File: src/rtl/seven_seg_mux_ctrl.sv
// Multiplexed hex seven-segment driver: prescaled digit scan, shadowed display value,
// leading-zero blanking and PWM brightness on the anodes. Outputs are registered.
module seven_seg_mux_ctrl #(
  parameter int unsigned DIGITS    = 4,
  parameter int unsigned BIT_COUNT = 17
) (
  input  logic                        clock,
  input  logic                        reset,
  input  logic [4*DIGITS-1:0]         value,
  input  logic                        load,
  input  logic                        lzb_en,
  input  logic [3:0]                  bright,
  output logic [DIGITS-1:0]           an,
  output logic [6:0]                  seg,
  output logic [$clog2(DIGITS)-1:0]   digit_idx
);

  localparam int unsigned     IDX_W    = $clog2(DIGITS);
  localparam logic [IDX_W-1:0] LAST_IDX = IDX_W'(DIGITS - 1);

  logic [BIT_COUNT-1:0] prescaler;
  logic                 tick;
  logic [IDX_W-1:0]     scanIdx;
  logic [4*DIGITS-1:0]  shadow;
  logic [3:0]           pwmPhase;
  logic                 lit;
  logic [DIGITS-1:0]    zeroAbove;
  logic [3:0]           curNib;
  logic                 blanked;
  logic                 showDigit;
  logic [DIGITS-1:0]    anNext;
  logic [6:0]           segNext;

  function automatic logic [6:0] hexGlyph(input logic [3:0] nib);
    logic [6:0] g;
    case (nib)
      4'h0: g = 7'b1000000;
      4'h1: g = 7'b1111001;
      4'h2: g = 7'b0100100;
      4'h3: g = 7'b0110000;
      4'h4: g = 7'b0011001;
      4'h5: g = 7'b0010010;
      4'h6: g = 7'b0000010;
      4'h7: g = 7'b1111000;
      4'h8: g = 7'b0000000;
      4'h9: g = 7'b0010000;
      4'hA: g = 7'b0001000;
      4'hB: g = 7'b0000011;
      4'hC: g = 7'b1000110;
      4'hD: g = 7'b0100001;
      4'hE: g = 7'b0000110;
      default: g = 7'b0001110;
    endcase
    return g;
  endfunction

  assign tick     = &prescaler;
  assign pwmPhase = prescaler[BIT_COUNT-1 -: 4];
  assign lit      = (bright == 4'hF) || (pwmPhase < bright);

  always_ff @(posedge clock) begin
    if (reset) begin
      prescaler <= '0;
      scanIdx   <= '0;
      shadow    <= '0;
    end else begin
      prescaler <= prescaler + BIT_COUNT'(1);
      if (tick)
        scanIdx <= (scanIdx == LAST_IDX) ? '0 : scanIdx + IDX_W'(1);
      if (load)
        shadow <= value;
    end
  end

  // zeroAbove[i]: nibble i and every more-significant nibble are zero
  always_comb begin
    zeroAbove = '0;
    for (int unsigned i = 0; i < DIGITS; i++)
      zeroAbove[i] = ((shadow >> (4 * i)) == '0);
  end

  always_comb begin
    curNib  = '0;
    blanked = 1'b0;
    for (int unsigned i = 0; i < DIGITS; i++) begin
      if (IDX_W'(i) == scanIdx) begin
        curNib  = shadow[4*i +: 4];
        blanked = lzb_en && (i != 0) && zeroAbove[i];
      end
    end
    showDigit = lit && !blanked;
    segNext   = showDigit ? hexGlyph(curNib) : '1;
    anNext    = '1;
    for (int unsigned i = 0; i < DIGITS; i++)
      anNext[i] = !(showDigit && (IDX_W'(i) == scanIdx));
  end

  always_ff @(posedge clock) begin
    if (reset) begin
      an        <= '1;
      seg       <= '1;
      digit_idx <= '0;
    end else begin
      an        <= anNext;
      seg       <= segNext;
      digit_idx <= scanIdx;
    end
  end

endmodule

File: config.mk
export PLATFORM = sky130hd
export DESIGN_NAME = seven_seg_mux_ctrl
export DESIGN_NICKNAME = d
export VERILOG_FILES = /design/src/rtl/seven_seg_mux_ctrl.sv
export SDC_FILE = /design/constraint.sdc
export NUM_CORES = 1
export LEC_CHECK = 0
export BUFFER_PORTS_ARGS = -buffer_cell sky130_fd_sc_hd__buf_2
export CORE_MARGIN = 3
export CORE_UTILIZATION = 50
export DETAILED_ROUTE_END_ITERATION = 8
export MAX_ROUTING_LAYER = met4
export PLACE_DENSITY = 0.83
export SYNTH_ARGS = -nofsm -noshare
export SYNTH_HDL_FRONTEND = slang
export SYNTH_SLANG_ARGS = --single-unit
File: constraint.sdc
create_clock -name clock -period 5.26 [get_ports clock]
set_input_delay 1.052 -clock clock [delete_from_list [all_inputs] [get_ports clock]]
set_output_delay 1.052 -clock clock [all_outputs]
set_load 0.01 [all_outputs]
After elaboration in Yosys (flattened, before gate mapping)
Memory sizes are Yosys's and may differ from the RTL's. A register that Yosys moved wholly into a read port is not among the register bits.
Cells that the tools add are included.
Operators by class
  magnitude comparators: 1
  reductions and logical operators: 20
  muxes and demuxes: 8
  divide/modulo/power cells: 0
  equal/unequal tests: 5
  multiply operators: 0
  bitwise gates (word level): 1
  shifts and indexed selects: 0
  add/sub/neg operators: 2
Operators with widths (count)
  $logic_not 16->1: 3
  $add 17x1->17 const B: 1
  $reduce_and 17->1: 1
  $mux 4: 4
  $logic_and 1x1->1: 8
  $logic_not 1->1: 5
  $eq 2x2->1 const A: 2
  $eq 4x4->1 const B: 1
  $lt 4x4->1: 1
  $mux 1: 3
  $add 2x1->2 const B: 1
  $eq 1x2->1 const A: 1
  $eq 2x2->1 const B: 1
  $logic_not 2->1: 1
  $mux 2: 1
  $reduce_or 2->1: 1
  $logic_or 1x1->1: 1
  $not 1->1: 1
Storage, ports and cells
  bits in latches: 0
  word-level logic and storage cells: 43
  memories kept: 1
  output and inout port bits: 13
  RAM bits: 0
  register bits: 41
  input port bits: 24
  memory bits (read-only): 112
Memory list
  (no name shown): words 16, bits a word 7, rd ports 1, clocked after Yosys merged registers in 1, write ports 0, RTL line 36  | case (nib)

Logic depth before layout (Yosys ltp)
  word-level depth: 9
  depth in mapped cells: 11
  mapped depth without buffers: 10

Worst setup path before layout
OpenSTA, ideal clock, no wires.
  kind: input to register
  from: input bright[1]
  to: register seg[1]
  setup slack: 2945 ps
  required time: 5131 ps
  arrival time: 2186 ps
  stages on the path: 7
  path through: inv_1 -> ha_1 -> a21o_1 -> a211o_1 -> a21oi_1 -> buf_2 -> o211ai_1
On the way
  longest elaborated chain between the ends: 5
RTL lines
  start, declared: RTL line 12  | input logic [3:0] bright,
  $lt 4x4->1 / $eq 4x4->1 (equally long branches): RTL line 59  | assign lit = (bright == 4'hF) || (pwmPhase < bright);
  $logic_or 1x1->1 *: RTL line 59
  $logic_and 1x1->1 *: RTL line 91  | showDigit = lit && !blanked;
  $not 1->1 (no line) *
  $reduce_or 2->1 (no line) *
  end, declared: RTL line 14  | output logic [6:0] seg,
Mark *: on every way between the ends. The rest lies on a longest branch, timed or not.
A chain may end at the register's enable or synchronous reset.

Final worst setup path
  from: input bright[1]
  to: register seg[4]
The elaborated chain is that of the path after synthesis.

==> flow_summary.json <==
{
  "viasPerCell": 5.36,
  "required_ns": 5.40,
  "first_pass_iters": 4,
  "diodes": 0,
  "r2r_end": "seg[0]$_SDFF_PP1_",
  "gr-usage-met1": 0.219,
  "coreArea_sq_um": 4200,
  "clk_latency_ns": 0.29,
  "max_slew.worst_pin.slew_ns": 0.806,
  "async_flop_share": 0,
  "die-width_um": 73.5,
  "grt_max_degree": 39,
  "worst_setup_path_end_kind": "flop",
  "grt_most_used_layer": "met2",
  "start_util": 0.542,
  "maxCapViolCount": 0,
  "synth_edf_count": 0,
  "route.vias.total": 1731,
  "synthToLayoutAreaGrowth_pct": 11.5,
  "drt_iter0_markers": 122,
  "crit_arrival_ns": 2.72,
  "root_buffer": "clkbuf_8",
  "rows": 23,
  "min_to": "prescaler[0]$_SDFF_PP0_",
  "r2r_start": "scanIdx[0]$_SDFFE_PP0P_",
  "cts_tree": "done",
  "status": "completed",
  "reg2reg_depth": 9,
  "tns_ns": 0,
  "synth-xor-area-share": 0.0538,
  "grt_pass1_wl_um": 7250,
  "cts_setup_buffers": 0,
  "grtUsageMet2": 0.277,
  "startpoint_type": "input port",
  "synth_flop_cell": "dfxtp_1",
  "hold_class": "reg2reg",
  "hold_start": "prescaler[0]$_SDFF_PP0_",
  "ctsResizeCount": 0,
  "yosysMostFrequentCell": "dfxtp_1",
  "cts_sinks": 48,
  "die_h_um": 73.5,
  "multiInputGateArea_sq_um": 1200,
  "htreeDepth": 2,
  "fin_crit_sh": 0.491,
  "synth_top_area_share": 0.422,
  "clkTransAtPathRegs_ns": 0.08,
  "io_buffers": 36,
  "synth_seq_cells": 48,
  "synth_top_family_by_area": "simple AND/OR/NAND/NOR gates",
  "io_pins": 37,
  "crit_type": "in2reg",
  "drtAntennaViolNets": 0,
  "hold_viol": 0,
  "powerDensity_nw_per_um2": 270,
  "crit_fanout": 11,
  "avgRoutedWirePerCell_um": 13.1,
  "hold_depth": 1,
  "finalWirelength_um": 4230,
  "grt-ovfl-total": 0,
  "ys_seq_area_frac": 0.422,
  "synth_area_sq_um": 2280,
  "drive_above_1_share": 0.176,
  "final.min_clock_period_ns": 2.58,
  "clock_path_buffers": 2,
  "fin_nets": 312,
  "skew_ns": 0.00325,
  "clock.fmax_mhz": 387,
  "ff2ff_setup_slack_ns": 2.83,
  "setup_violations": 0,
  "drc": 0,
  "antenna_found_initial": 0,
  "synth.area.top_cells": "dfxtp_1 42%, mux2i_1 9.2%, ha_1 8.2%",
  "syn_area_per_cell_sq_um": 9.42,
  "postCtsHoldBufs": 0,
  "seq_area_sq_um": 961,
  "finalMaxSlewViolations": 0,
  "netlist.top_cell.by_area": "dfxtp_1",
  "ys_types": 40,
  "yosys_warnings": 0,
  "syn_inst": 242,
  "synth_fp_nets": 281,
  "slew_headroom": 0.463,
  "synth_mux_area_frac": 0.0972,
  "leakagePower_nw": 1.11,
  "fill_cells": 354,
  "peakVddDrop_uv": 137,
  "die-area_sq_um": 5400,
  "synth_fa_ha_area_frac": 0.0824,
  "grt_pass1_vias": 1661,
  "yosys-top-cells-count": "48 x dfxtp_1, 37 x nor2_1, 21 x mux2i_1",
  "gr-usage-met3": 0.0465,
  "grt_usage": 0.178,
  "rsz0062_at_grt": "no",
  "cts_buffers": 5,
  "yosys.area_share.simple": 0.207,
  "hpwlAfterDp_um": 3020,
  "place.gp.congestion": 0.833,
  "synth_compound_area_frac": 0.0857,
  "whs_ns": 0.469
}
## metrics by stage
| stage | total power, mW | area [sq um] | setup WS, ns | utilization | std cells |
|---|---|---|---|---|---|
| finish | 0.686 | 2540 | 2.68 | 0.605 | 323 |
| global route | 0.721 | 2540 | 2.52 | 0.605 | 323 |
| CTS | 0.696 | 2540 | 2.71 | 0.605 | 323 |
| detailed placement | 0.468 | 2440 | 2.40 | 0.582 | 316 |
| global placement | 0.465 | 2440 | 2.44 | 0.582 | 316 |
| floorplan | 0.446 | 2280 | 2.94 | - | 242 |
## report_power, final
| part | total (mW) | internal [mW] | switching, mW |
|---|---|---|---|
| clock | 0.227 | 0.117 | 0.110 |
| sequential | 0.388 | 0.378 | 0.00944 |
| combinational | 0.0717 | 0.0337 | 0.0380 |
## how the worst max path moves through the flow
stage / startpoint / endpoint
floorplan: bright[1] / seg[1]$_SDFF_PP1_
global placement: bright[1] / seg[4]$_SDFF_PP1_
detailed placement: bright[1] / seg[4]$_SDFF_PP1_
CTS: bright[1] / seg[4]$_SDFF_PP1_
global route: bright[1] / seg[4]$_SDFF_PP1_
finish: bright[1] / seg[4]$_SDFF_PP1_
## logic make-up (layout without fill, tap and decap cells)
logic type	count (synthesis)	after routing
adders and majority gates	15	15
muxes	22	22
DFF	48	48
AOI/OAI and AO/OA	25	25
and+or+nand+nor	95	95
xor gates and xnor gates	14	14
buffers and inverters	23	54
## flip-flops by register name, summed over array words and instances, names as in the netlist
register,count
digit_idx,2
an,4
shadow,16
seg,7
prescaler,17
scanIdx,2
## critical path: stages
cell	delay [ns]
buf_2	0.09
inv_1	0.04
ha_1	0.29
a21o_1	0.16
a211o_1	0.28
a21oi_1	0.63
o311ai_1	0.20
## cell type report
type | count | share of cell area
inverter | 11 | 0.0163
multi-input combinational | 171 | 0.472
tap | 50 | 0.0246
sequential | 48 | 0.378
timing repair buffer | 36 | 0.0709
clock buffer | 7 | 0.0379
## cell usage in the layout (no fill, tap or decap), drive strengths merged
cell type  count
dfxtp         48
nor2          37
buf           36
mux2i         21
nand2         16
ha            15
inv           11
nand3          8
xor2           8
nor2b          7
clkbuf         7
xnor2          6
a21oi          5
nand3b         5
a211oi         5
nor4           4
and3           4
nor3b          4
a211o          4
nand4          3
nor3           3
o21ai          2
a22oi          2
o211ai         2
or3            2
and2           1
nand2b         1
a21o           1
a41oi          1
a31oi          1
o311ai         1
mux2           1
o221ai         1
## per-layer routing
layer	part of all wire	wire length [um]	up-vias
met5	0	0	-
met4	0.020	85	0
met3	0.046	196	8
met2	0.47	1990	37
met1	0.46	1960	803
li1	-	-	883
(Power assumes the default switching activity.)
